### src/rtl/clk_gate_ctrl.sv
// Per-channel ICG enable sequencer with round-robin wake arbitration (one wake per cycle).
// Outputs registered: gate_en one edge after grant, ack WAKE_CYCLES later; no backpressure, req is a level.
module clk_gate_ctrl #(
    parameter int NUM_CH      = 4,
    parameter int WAKE_CYCLES = 2,
    parameter int IDLE_CYCLES = 8
) (
    input  logic              clk,
    input  logic              reset_n,
    input  logic [NUM_CH-1:0] req,
    input  logic              force_on,
    output logic [NUM_CH-1:0] gate_en,
    output logic [NUM_CH-1:0] ack,
    output logic              busy
);

    typedef enum logic [1:0] {OFF, WAKE, ON, HOLD} state_t;

    localparam int         PW        = (NUM_CH > 1) ? $clog2(NUM_CH) : 1;
    localparam logic [3:0] WAKE_LOAD = 4'(WAKE_CYCLES - 1);
    localparam logic [3:0] IDLE_LOAD = 4'(IDLE_CYCLES - 1);

    state_t            state     [NUM_CH];
    state_t            state_nxt [NUM_CH];
    logic [3:0]        cnt       [NUM_CH];
    logic [3:0]        cnt_nxt   [NUM_CH];
    logic [PW-1:0]     rr_ptr;
    logic [PW-1:0]     rr_ptr_nxt;
    logic [PW-1:0]     winner;
    logic              grant_vld;
    logic [NUM_CH-1:0] grant;
    logic [NUM_CH-1:0] gate_en_nxt;
    logic [NUM_CH-1:0] ack_nxt;
    logic              busy_nxt;

    // Round-robin search over OFF channels with a pending request, starting at rr_ptr.
    always_comb begin
        logic [PW:0]   sum;
        logic [PW-1:0] idx;
        grant_vld  = 1'b0;
        winner     = '0;
        grant      = '0;
        sum        = '0;
        idx        = '0;
        for (int k = 0; k < NUM_CH; k++) begin
            sum = {1'b0, rr_ptr} + (PW+1)'(k);
            if (sum >= (PW+1)'(NUM_CH))
                sum = sum - (PW+1)'(NUM_CH);
            idx = sum[PW-1:0];
            if (!grant_vld && state[idx] == OFF && req[idx]) begin
                grant_vld   = 1'b1;
                winner      = idx;
                grant[idx]  = 1'b1;
            end
        end
        rr_ptr_nxt = rr_ptr;
        if (grant_vld)
            rr_ptr_nxt = (winner == PW'(NUM_CH - 1)) ? '0 : winner + 1'b1;
    end

    always_comb begin
        busy_nxt = 1'b0;
        for (int i = 0; i < NUM_CH; i++) begin
            state_nxt[i] = state[i];
            cnt_nxt[i]   = cnt[i];
            case (state[i])
                OFF: begin
                    if (grant[i]) begin
                        state_nxt[i] = WAKE;
                        cnt_nxt[i]   = WAKE_LOAD;
                    end
                end
                WAKE: begin
                    if (cnt[i] == 4'd0)
                        state_nxt[i] = ON;
                    else
                        cnt_nxt[i] = cnt[i] - 4'd1;
                end
                ON: begin
                    if (!req[i]) begin
                        state_nxt[i] = HOLD;
                        cnt_nxt[i]   = IDLE_LOAD;
                    end
                end
                HOLD: begin
                    if (req[i])
                        state_nxt[i] = ON;
                    else if (cnt[i] == 4'd0)
                        state_nxt[i] = OFF;
                    else
                        cnt_nxt[i] = cnt[i] - 4'd1;
                end
                default: begin
                    state_nxt[i] = OFF;
                    cnt_nxt[i]   = 4'd0;
                end
            endcase
            // Outputs are registered from next state so they line up with the state register.
            gate_en_nxt[i] = force_on || (state_nxt[i] != OFF);
            ack_nxt[i]     = (state_nxt[i] == ON) || (state_nxt[i] == HOLD);
            busy_nxt       = busy_nxt || (state_nxt[i] != OFF);
        end
    end

    always_ff @(posedge clk) begin
        if (!reset_n) begin
            for (int i = 0; i < NUM_CH; i++) begin
                state[i] <= OFF;
                cnt[i]   <= 4'd0;
            end
            rr_ptr  <= '0;
            gate_en <= '0;
            ack     <= '0;
            busy    <= 1'b0;
        end else begin
            for (int i = 0; i < NUM_CH; i++) begin
                state[i] <= state_nxt[i];
                cnt[i]   <= cnt_nxt[i];
            end
            rr_ptr  <= rr_ptr_nxt;
            gate_en <= gate_en_nxt;
            ack     <= ack_nxt;
            busy    <= busy_nxt;
        end
    end

endmodule

### config.mk
export PLATFORM = sky130hd
export DESIGN_NAME = clk_gate_ctrl
export DESIGN_NICKNAME = d
export VERILOG_FILES = /design/src/rtl/clk_gate_ctrl.sv
export SDC_FILE = /design/constraint.sdc
export NUM_CORES = 1
export LEC_CHECK = 0
export ABC_AREA = 1
export BUFFER_PORTS_ARGS = -buffer_cell sky130_fd_sc_hd__buf_2
export CAP_MARGIN = 20
export CORE_MARGIN = 2
export CORE_UTILIZATION = 65
export CTS_CLUSTER_SIZE = 8
export DETAILED_ROUTE_END_ITERATION = 10
export HOLD_SLACK_MARGIN = 0.15
export PLACE_DENSITY = 0.94
export REMOVE_ABC_BUFFERS = 1
export SYNTH_ARGS = -nofsm -noshare
export SYNTH_HDL_FRONTEND = slang
export SYNTH_SLANG_ARGS = --single-unit
### constraint.sdc
create_clock -name clk -period 5.8 [get_ports clk]
set_input_delay 0.29 -clock clk [delete_from_list [all_inputs] [get_ports clk]]
set_output_delay 0.29 -clock clk [all_outputs]
set_load 0.02 [all_outputs]
==> results of run 1 <==
==> cell families (layout without fill, tap and decap cells) <==
kind of cell	after synthesis	count (layout)	synth area share, %
and+or+nand+nor	182	182	35.4
DFF	34	34	27.4
adders and majority gates	18	18	9.06
AOI/OAI and AO/OA	69	69	16.1
buffers and inverters	67	80	12.0
==> sequential cells by signal, indices dropped and copies added, names as in the netlist, named ones only <==
name     flops
cnt         16
rr_ptr       2
gate_en      4
ack          4
state        5
busy         1
==> cell type report <==
cell class	instances	area (um^2)	area share, %
Multi-Input combinational cell	269	1510	56.2
Sequential cell	34	681	25.4
Inverter	57	219	8.17
Timing Repair Buffer	15	75.1	2.80
Clock buffer	5	68.8	2.57
Clock inverter	3	68.8	2.57
Tap cell	48	60.1	2.24
==> worst max-delay path: stages, from the launching register on <==
cell and delay, ns:
dfxtp_1 0.65, inv_6 0.11, ha_1 0.42, inv_1 0.11, nand3_1 0.09, nand2_1 0.06, nand3_1 0.11, clkinv_1 0.15
nand2_1 0.09, nand3_1 0.11, nand2_2 0.19, nand2_1 0.10, nor2_1 0.09, nand3_1 0.08, nand2_1 0.06, inv_1 0.04
==> through the flow <==
step	util, %	std cells	worst slack, ns
floorplan	-	360	3.62
global placement	69.4	423	3.40
detailed placement	69.4	423	3.33
CTS	73.2	431	3.30
global route	73.2	431	3.00
finish	73.2	431	3.25
==> cell usage after synthesis, drive strengths merged <==
| cell type | number |
|---|---|
| a211oi | 6 |
| a21boi | 2 |
| a21oi | 22 |
| a31o | 1 |
| a31oi | 1 |
| and3 | 1 |
| buf | 8 |
| clkbuf | 2 |
| clkinv | 1 |
| dfxtp | 34 |
| ha | 18 |
| inv | 56 |
| nand2 | 88 |
| nand3 | 28 |
| nand4 | 8 |
| nor2 | 48 |
| nor3 | 6 |
| nor4 | 1 |
| o2111ai | 1 |
| o211ai | 2 |
| o21a | 1 |
| o21ai | 31 |
| o31ai | 2 |
| or2 | 2 |
==> worst min-delay path by stage <==
stage | cells past startpoint | end | slack (ns)
after floorplan | 2 | busy | 0.39
after global placement | 2 | cnt[3][1] | 0.47
after detailed placement | 2 | cnt[3][1] | 0.47
after CTS | 3 | gate_en[0] | 0.25
after global routing | 3 | gate_en[0] | 0.27
final | 3 | gate_en[0] | 0.25
==> metal layers <==
metal  routed length [um]  vias up  global-route usage [%]
li1                     -     1226                       -
met2                 2740      109                    48.1
met3                  407       22                    4.94
met4                  176        0                    14.8
met1                 2390     1085                    34.3
met5                    0        -                       0
==> power groups by stage <==
stage,combinational (mW),clock [mW],sequential [mW]
after global routing,1.16,0.278,0.411
after CTS,1.03,0.267,0.398
final,1.04,0.266,0.400
after detailed placement,1.00,0,0.401
after floorplan,0.792,0,0.406
after global placement,0.974,0,0.398
==> placed cells by master, fill, tap and decap left out <==
cell        n
nand2_1    71
inv_1      55
nor2_1     39
dfxtp_1    34
o21ai_0    26
nand3_1    24
a21oi_1    22
ha_1       18
buf_2      15
nand2_2    12
nand4_1     8
nor2_2      6
nor3_1      6
nand2_4     5
clkbuf_8    5
nand3_2     4
o21ai_1     4
a211oi_1    4
nor2_4      3
o211ai_1    2
o31ai_1     2
or2_2       2
a211oi_2    2
bufinv_16   2
inv_6       1
clkinv_1    1
a21boi_0    1
a31o_2      1
nor4_1      1
and3_1      1
a21boi_1    1
o2111ai_1   1
o21ai_2     1
o21a_1      1
a31oi_1     1
clkinv_4    1
==> impl_metrics.env, run 1 <==
export IMPL_run_status="complete, no violations"
export IMPL_cts_root_buffer_cell="clkbuf_8"
export IMPL_post_cts_repair_setup_buffers=0
export IMPL_synth_area_leader_cell="dfxtp_1"
export IMPL_final_antenna_net_count=0
export IMPL_clockPowerShare_pct=15.6
export IMPL_syn2layout_area_growth_pct=7.75
export IMPL_syn_mean_instance_area_um2=6.72
export IMPL_layout_drive_gt1_share_pct=15.7
export IMPL_die_w_um=65.8
export IMPL_fillCellCount=296
export IMPL_max_slew_margin_rel_pct=64.0
export IMPL_wire_per_inst_um=13.3
export IMPL_placement_cell_area_mm2=0.00254
export IMPL_power_density_cell_area_mw_per_mm2=637
export IMPL_power_share_switching_pct=51.3
export IMPL_critPathKind="reg2reg"
export IMPL_max_clock_freq_mhz=392
export IMPL_routed_wirelength_um=5710
export IMPL_sw_pwr_mw=0.876
export IMPL_holdBufCountCts=0
export IMPL_hold_worst_slack_ns=0.252
export IMPL_placementRows=22
export IMPL_tightest_slew_ns=0.539
export IMPL_initialDrtViolationCount=169
export IMPL_synth_area_mm2=0.00249
export IMPL_grt_usage_pct=28.4
export IMPL_drt_pass1_iter_count=5
export IMPL_portion_of_the_post_synthesis_area_used_by_sequential_elements_pct=27.4
export IMPL_worstSetupEndpointType="register"
export IMPL_die_area_mm2=0.00434
export IMPL_clkTransAtPathRegs_ns=0.07
export IMPL_crit_end="busy"
export IMPL_syn_inst=370
export IMPL_hold_path_class="in2reg"
export IMPL_final_design_area_no_fill_mm2=0.00268
export IMPL_globalplace_congestion=0.927
export IMPL_antenna_diode_count=0
export IMPL_clkLatencyLatePin_ns=0.29
export IMPL_finalSetupViolCount=0
export IMPL_yosysUniqueCellTypes=36
export IMPL_overall_power_mw=1.71
export IMPL_timing_final_crit_share_pct=44.0
export IMPL_grt_setup_unrepaired="no"
export IMPL_synth_area_leaders="dfxtp_1 27%, nand2_1 11%, ha_1 9.1%, inv_1 8.3%, nor2_1 5.9%"
export IMPL_worstPathArrival_ns=2.75
export IMPL_total_count_of_hold_check_failures_in_the_final_report=0
export IMPL_comb_power_share_pct=61.0
export IMPL_crit_path_start="rr_ptr[0]"
export IMPL_max_cap_violations=0
export IMPL_nets=407
export IMPL_grt_antenna_before_repair=0
export IMPL_core_area_mm2=0.00366
export IMPL_cts_root_to_sink_buffers=2
export IMPL_p_leak_nw=1.31
export IMPL_worst_hold_path_startpoint="force_on"
export IMPL_yosys_register_bits=34
export IMPL_cellInternalPower_mw=0.831
export IMPL_synth_top_area_share_pct=27.4
export IMPL_synth_warnings=0
export IMPL_die_height_um=65.8
export IMPL_initial_utilization_pct=67.9
export IMPL_setup_tns_final_ns=0
export IMPL_seq_power_share_pct=23.4
export IMPL_grt_overflow_total=0
export IMPL_pin_count_of_the_biggest_net_entering_global_routing=19
export IMPL_cts_buffers=5
export IMPL_tritoncts="yes"
export IMPL_pin_count=16
export IMPL_setup_reg_to_reg_worst_slack_ns=3.25
export IMPL_grt_pass1_wl_um=9490
export IMPL_clock_tree_htree_level_count=2
export IMPL_timing_critical_path_fanout_max=12
export IMPL_final_clock_skew_ns=0.00417
export IMPL_ctsResizeCount=0
export IMPL_timing_critical_path_required_ns=6.00
export IMPL_r2r_end="busy"
export IMPL_layout_min_cycle_time_ns=2.55
export IMPL_report_final_slew_viol_count=0
export IMPL_cts_sinks=34
export IMPL_vdd_drop_max_uv=334
export IMPL_drt_drc=0
export IMPL_worstReg2RegStart="rr_ptr[0]"
export IMPL_portBuffers=15
export IMPL_vias_per_cell=5.67
export IMPL_startpoint_type="register"
export IMPL_detailedPlacementHpwl_um=4030
export IMPL_first_global_vias=2223
export IMPL_rr_worst_depth=15
export IMPL_via_count=2442
Note: power is estimated with default switching activity, not from simulation.
==> run 2: changes to the inputs <==
Settings changed: CORE_UTILIZATION 65 to 55, PLACE_DENSITY 0.94 to 0.85.
Clock period 5.8 ns to 2.3 ns, I/O delays scaled along.
==> impl_metrics.env, run 2 (synthesis results as in run 1) <==
export IMPL_portBuffers=15
export IMPL_drt_pass1_iter_count=5
export IMPL_crit_top_cell="nor2_2"
export IMPL_final_antenna_net_count=0
export IMPL_timing_critical_path_required_ns=2.49
export IMPL_cts_sinks=34
export IMPL_cts_root_buffer_cell="clkbuf_8"
export IMPL_register_area_um2=682
export IMPL_final_critical_path_setup_slack_ns=0.157
export IMPL_max_slew_margin_rel_pct=66.6
export IMPL_worstSetupEndpointType="register"
export IMPL_layout_drive_gt1_share_pct=18.3
export IMPL_hold_path_class="in2reg"
export IMPL_fillCellCount=382
export IMPL_routed_wirelength_um=5460
export IMPL_slowest_delay_ns=0.38
export IMPL_grt_overflow_total=0
export IMPL_critPathKind="reg2reg"
export IMPL_post_place_cells=436
export IMPL_area_used_by_multi_input_combinational_logic_mm2=0.00152
export IMPL_run_status="complete, no violations"
export IMPL_report_final_slew_viol_count=0
export IMPL_die_height_um=71.2
export IMPL_final_clock_skew_ns=0.00616
export IMPL_core_area_mm2=0.00435
export IMPL_first_global_vias=2170
export IMPL_antenna_diode_count=0
export IMPL_place_ws_ns=0.0719
export IMPL_clkTransAtPathRegs_ns=0.08
export IMPL_detailedPlacementHpwl_um=4170
export IMPL_max_reg_flops=16
export IMPL_via_count=2384
export IMPL_max_cap_violations=0
export IMPL_die_w_um=71.2
export IMPL_tightest_slew_ns=0.500
export IMPL_syn2layout_area_growth_pct=10.1
export IMPL_pin_count=16
export IMPL_grt_antenna_before_repair=0
export IMPL_mostFrequentLayoutCells="71 x nand2_1, 55 x inv_1, 38 x nor2_1"
export IMPL_clock_tree_htree_level_count=2
export IMPL_reg_top3="cnt x16, state x5"
export IMPL_drt_drc=0
export IMPL_max_clock_freq_mhz=467
export IMPL_total_count_of_hold_check_failures_in_the_final_report=0
export IMPL_nets=417
export IMPL_vdd_drop_max_uv=782
export IMPL_finalSetupViolCount=0
export IMPL_initialDrtViolationCount=173
export IMPL_critical_path_slowest_cell="dfxtp_2"
export IMPL_clkLatencyLatePin_ns=0.29
export IMPL_startpoint_type="register"
export IMPL_cts_buffers=5
export IMPL_layout_min_cycle_time_ns=2.14
export IMPL_timing_critical_path_cells="inv_6, ha_2, inv_1, nand2_2, nand2_4, nor2_4, nand3_2, nor2_2, nor2_2, nand2_2, nand2_1, nor2_2, nand3_1, nand2_1, inv_1"
export IMPL_globalplace_congestion=0.917
export IMPL_timing_final_crit_share_pct=93.2
export IMPL_worstPathArrival_ns=2.33
export IMPL_die_area_mm2=0.00507
export IMPL_pin_count_of_the_biggest_net_entering_global_routing=19
export IMPL_grt_pass1_wl_um=9170
export IMPL_wire_per_inst_um=12.3
export IMPL_register_with_the_highest_flop_count="cnt"
export IMPL_setup_tns_final_ns=0
export IMPL_layout_commonest_cell="nand2_1"
export IMPL_initial_utilization_pct=57.1
export IMPL_post_layout_nonfiller_instances=445
export IMPL_grt_usage_pct=22.2
export IMPL_power_density_cell_area_mw_per_mm2=1500
export IMPL_p_leak_nw=1.34
export IMPL_cts_root_to_sink_buffers=2
export IMPL_tritoncts="yes"
export IMPL_overall_power_mw=4.11
export IMPL_timing_critical_path_fanout_max=7
export IMPL_grt_setup_unrepaired="no"
export IMPL_vias_per_cell=5.36
export IMPL_placementRows=24
==> run 2: critical path, delay by kind of cell (launching register included) <==
family	cells	cell delay (ns)
flip-flops	1	0.38
AND/OR/NAND/NOR	11	1.08
buffers and inverters	3	0.20
adder cells (fa/ha/maj)	1	0.38
==> run 2: where the power goes <==
part           leakage, nW  switching [mW]  internal (mW)
sequential           0.281           0.153          0.797
combinational         1.01            1.75          0.933
clock               0.0472           0.232          0.241
total                 1.34            2.13           1.97
==> run 2: worst paths after layout <==
kind	from	end	slack [ns]	cells after the start
hold / removal	reset_n	gate_en[2]	0.20	3
setup reg to reg	rr_ptr[0]	busy	0.16	15
setup / recovery	rr_ptr[0]	busy	0.16	15
hold reg to reg	cnt[3][1]	cnt[3][1]	0.48	2
==> run 2: layout make-up <==
type                            count  area share [%]
Clock inverter                      2           0.457
Multi-Input combinational cell    269            55.5
Timing Repair Buffer               25            5.72
Tap cell                           52            2.38
Inverter                           57            8.00
Sequential cell                    34            24.9
Clock buffer                        6            3.02
==> run 2: repair_timing <==
| item | 4_1_cts | 5_1_grt |
|---|---|---|
| hold endpoints to repair | 3 | 0 |
| buffers inserted | 0 | 0 |
| endpoints found under the setup margin | 0 | 7 |
| gates resized for setup | 0 | 5 |
| hold buffers | 1 | 0 |
==> run 2: metrics by stage <==
| step | hold slack (ns) | util (%) | area (um^2) |
|---|---|---|---|
| 4_1_cts | 0.200 | 62.4 | 2720 |
| 3_3_place_gp | 0.368 | 60.0 | 2610 |
| 5_1_grt | 0.239 | 62.8 | 2740 |
| 6_report | 0.203 | 62.8 | 2740 |
| 3_5_place_dp | 0.369 | 60.0 | 2610 |
| 2_1_floorplan | 0.213 | - | 2410 |
==> run 2: routing by layer <==
| metal | share of wire [%] | routed length, um | track usage (%) | up-vias |
|---|---|---|---|---|
| li1 | - | - | - | 1244 |
| met5 | 0 | 0 | 0 | - |
| met3 | 5.6 | 305 | 4.08 | 10 |
| met2 | 47 | 2540 | 36.6 | 70 |
| met1 | 46 | 2530 | 29.2 | 1060 |
| met4 | 1.5 | 81 | 7.55 | 0 |
==> run 3: changes to the inputs <==
Settings changed: CELL_PAD_IN_SITES_DETAIL_PLACEMENT from default to 0, CELL_PAD_IN_SITES_GLOBAL_PLACEMENT from default to 1, CORE_UTILIZATION 55 to 41, CTS_BUF_LIST from default to sky130_fd_sc_hd__clkbuf_4 sky130_fd_sc_hd__clkbuf_8, PLACE_DENSITY 0.85 to default, PLACE_DENSITY_LB_ADDON from default to 0.15.
==> impl_metrics.env, run 3 (synthesis results as in run 1) <==
export IMPL_register_area_um2=683
export IMPL_pin_count_of_the_biggest_net_entering_global_routing=19
export IMPL_clkTransAtPathRegs_ns=0.07
export IMPL_routed_wirelength_um=5650
export IMPL_tritoncts="yes"
export IMPL_hold_path_class="in2reg"
export IMPL_cts_root_buffer_cell="clkbuf_8"
export IMPL_layout_drive_gt1_share_pct=20.1
export IMPL_area_used_by_multi_input_combinational_logic_mm2=0.00152
export IMPL_clock_tree_htree_level_count=2
export IMPL_core_area_mm2=0.00589
export IMPL_critPathKind="reg2reg"
export IMPL_antenna_diode_count=0
export IMPL_layout_commonest_cell="nand2_1"
export IMPL_fillCellCount=628
export IMPL_worstSetupEndpointType="register"
export IMPL_reg_top3="cnt x16, state x5"
export IMPL_die_height_um=81.9
export IMPL_placement_cell_area_mm2=0.00269
export IMPL_vias_per_cell=4.89
export IMPL_globalplace_congestion=0.900
export IMPL_final_critical_path_setup_slack_ns=0.144
export IMPL_die_area_mm2=0.00670
export IMPL_tightest_slew_ns=0.512
export IMPL_drt_pass1_iter_count=4
export IMPL_pin_count=16
export IMPL_p_leak_nw=1.39
export IMPL_grt_antenna_before_repair=0
export IMPL_grt_pass1_wl_um=9610
export IMPL_power_density_cell_area_mw_per_mm2=1540
export IMPL_final_design_area_no_fill_mm2=0.00285
export IMPL_final_antenna_net_count=0
export IMPL_worstPathArrival_ns=2.34
export IMPL_syn2layout_area_growth_pct=14.7
export IMPL_max_cap_violations=0
export IMPL_report_final_slew_viol_count=0
export IMPL_cts_root_to_sink_buffers=2
export IMPL_register_with_the_highest_flop_count="cnt"
export IMPL_grt_overflow_total=0
export IMPL_cts_sinks=34
export IMPL_vdd_drop_max_uv=653
export IMPL_post_cts_repair_setup_buffers=0
export IMPL_first_global_vias=2162
export IMPL_mostFrequentLayoutCells="71 x nand2_1, 55 x inv_1, 38 x nor2_1"
export IMPL_wire_per_inst_um=11.9
export IMPL_initialDrtViolationCount=91
export IMPL_drt_drc=0
export IMPL_total_count_of_hold_check_failures_in_the_final_report=0
export IMPL_via_count=2320
export IMPL_placementRows=28
export IMPL_run_status="complete, no violations"
export IMPL_place_ws_ns=0.0387
export IMPL_max_reg_flops=16
export IMPL_startpoint_type="register"
export IMPL_timing_critical_path_fanout_max=7
export IMPL_layout_min_cycle_time_ns=2.16
export IMPL_portBuffers=15
export IMPL_max_clock_freq_mhz=464
export IMPL_finalSetupViolCount=0
export IMPL_max_slew_margin_rel_pct=65.8
export IMPL_grt_usage_pct=18.3
export IMPL_timing_final_crit_share_pct=93.7
export IMPL_die_w_um=81.9
export IMPL_detailedPlacementHpwl_um=4460
export IMPL_timing_critical_path_required_ns=2.49
export IMPL_final_clock_skew_ns=0.00483
export IMPL_grt_setup_unrepaired="no"
export IMPL_nets=423
export IMPL_setup_tns_final_ns=0
export IMPL_cts_buffers=5
export IMPL_initial_utilization_pct=42.2
export IMPL_clkLatencyLatePin_ns=0.28
[run 3: changes by cell type in the layout (fill, tap and decap cells not counted), sizes merged]
cell,previous run,this run
buf,24,30
bufinv,0,2
clkbuf,6,5
clkinvlp,1,0
[run 3: per-stage QoR]
stage | total power [mW] | std cells | util [%] | hold slack [ns]
floorplan | 3.02 | 360 | - | 0.213
global placement | 3.69 | 465 | 45.7 | 0.392
detailed placement | 3.70 | 465 | 45.7 | 0.376
CTS | 4.37 | 474 | 48.2 | 0.208
global route | 4.81 | 474 | 48.4 | 0.232
finish | 4.39 | 474 | 48.4 | 0.218
[run 3: timing repair]
action | CTS | global route
setup endpoints to repair | 0 | 7
hold buffers | 1 | 0
endpoints found under the hold margin | 4 | 0
resized for setup | 0 | 6
[run 3: cell type report]
cell class                      count  share of cell area (%)
Multi-Input combinational cell    269                    53.2
Sequential cell                    34                    24.0
Inverter                           57                    7.68
Timing Repair Buffer               31                    7.06
Tap cell                           75                    3.29
Clock buffer                        5                    2.41
Clock inverter                      3                    2.41
[run 3: layer usage]
| layer | vias up | global-route usage (%) | share of wire [%] |
|---|---|---|---|
| met2 | 21 | 29.7 | 44 |
| met3 | 6 | 4.07 | 2.1 |
| li1 | 1256 | - | - |
| met1 | 1037 | 24.8 | 53 |
| met4 | 0 | 3.83 | 0.80 |
| met5 | - | 0 | 0 |
[run 3: critical path: stages, from the launching register on]
cell and delay, ns:
dfxtp_2 0.38, inv_6 0.06, ha_2 0.38, inv_1 0.10, nand2_2 0.09, nand2_4 0.08
nor2_4 0.17, nand4_1 0.18, nand4_1 0.19, nand2_1 0.08, nor2_2 0.16, nand3_1 0.10
nand2_1 0.06, inv_1 0.04
[run 3: path summary, 6_finish.rpt]
path                            startpoint    endpoint  slack, ns  depth (start not counted)
worst max-delay path             rr_ptr[0]        busy       0.14                         13
worst min-delay path               reset_n  gate_en[1]       0.22                          3
worst max register to register   rr_ptr[0]        busy       0.14                         13
worst min register to register   cnt[0][3]   cnt[0][3]       0.49                          2
[run 3: power by group]
part           internal, mW  switching, mW
registers             0.797          0.146
clock network         0.434          0.220
logic                  1.02           1.78
total                  2.25           2.14
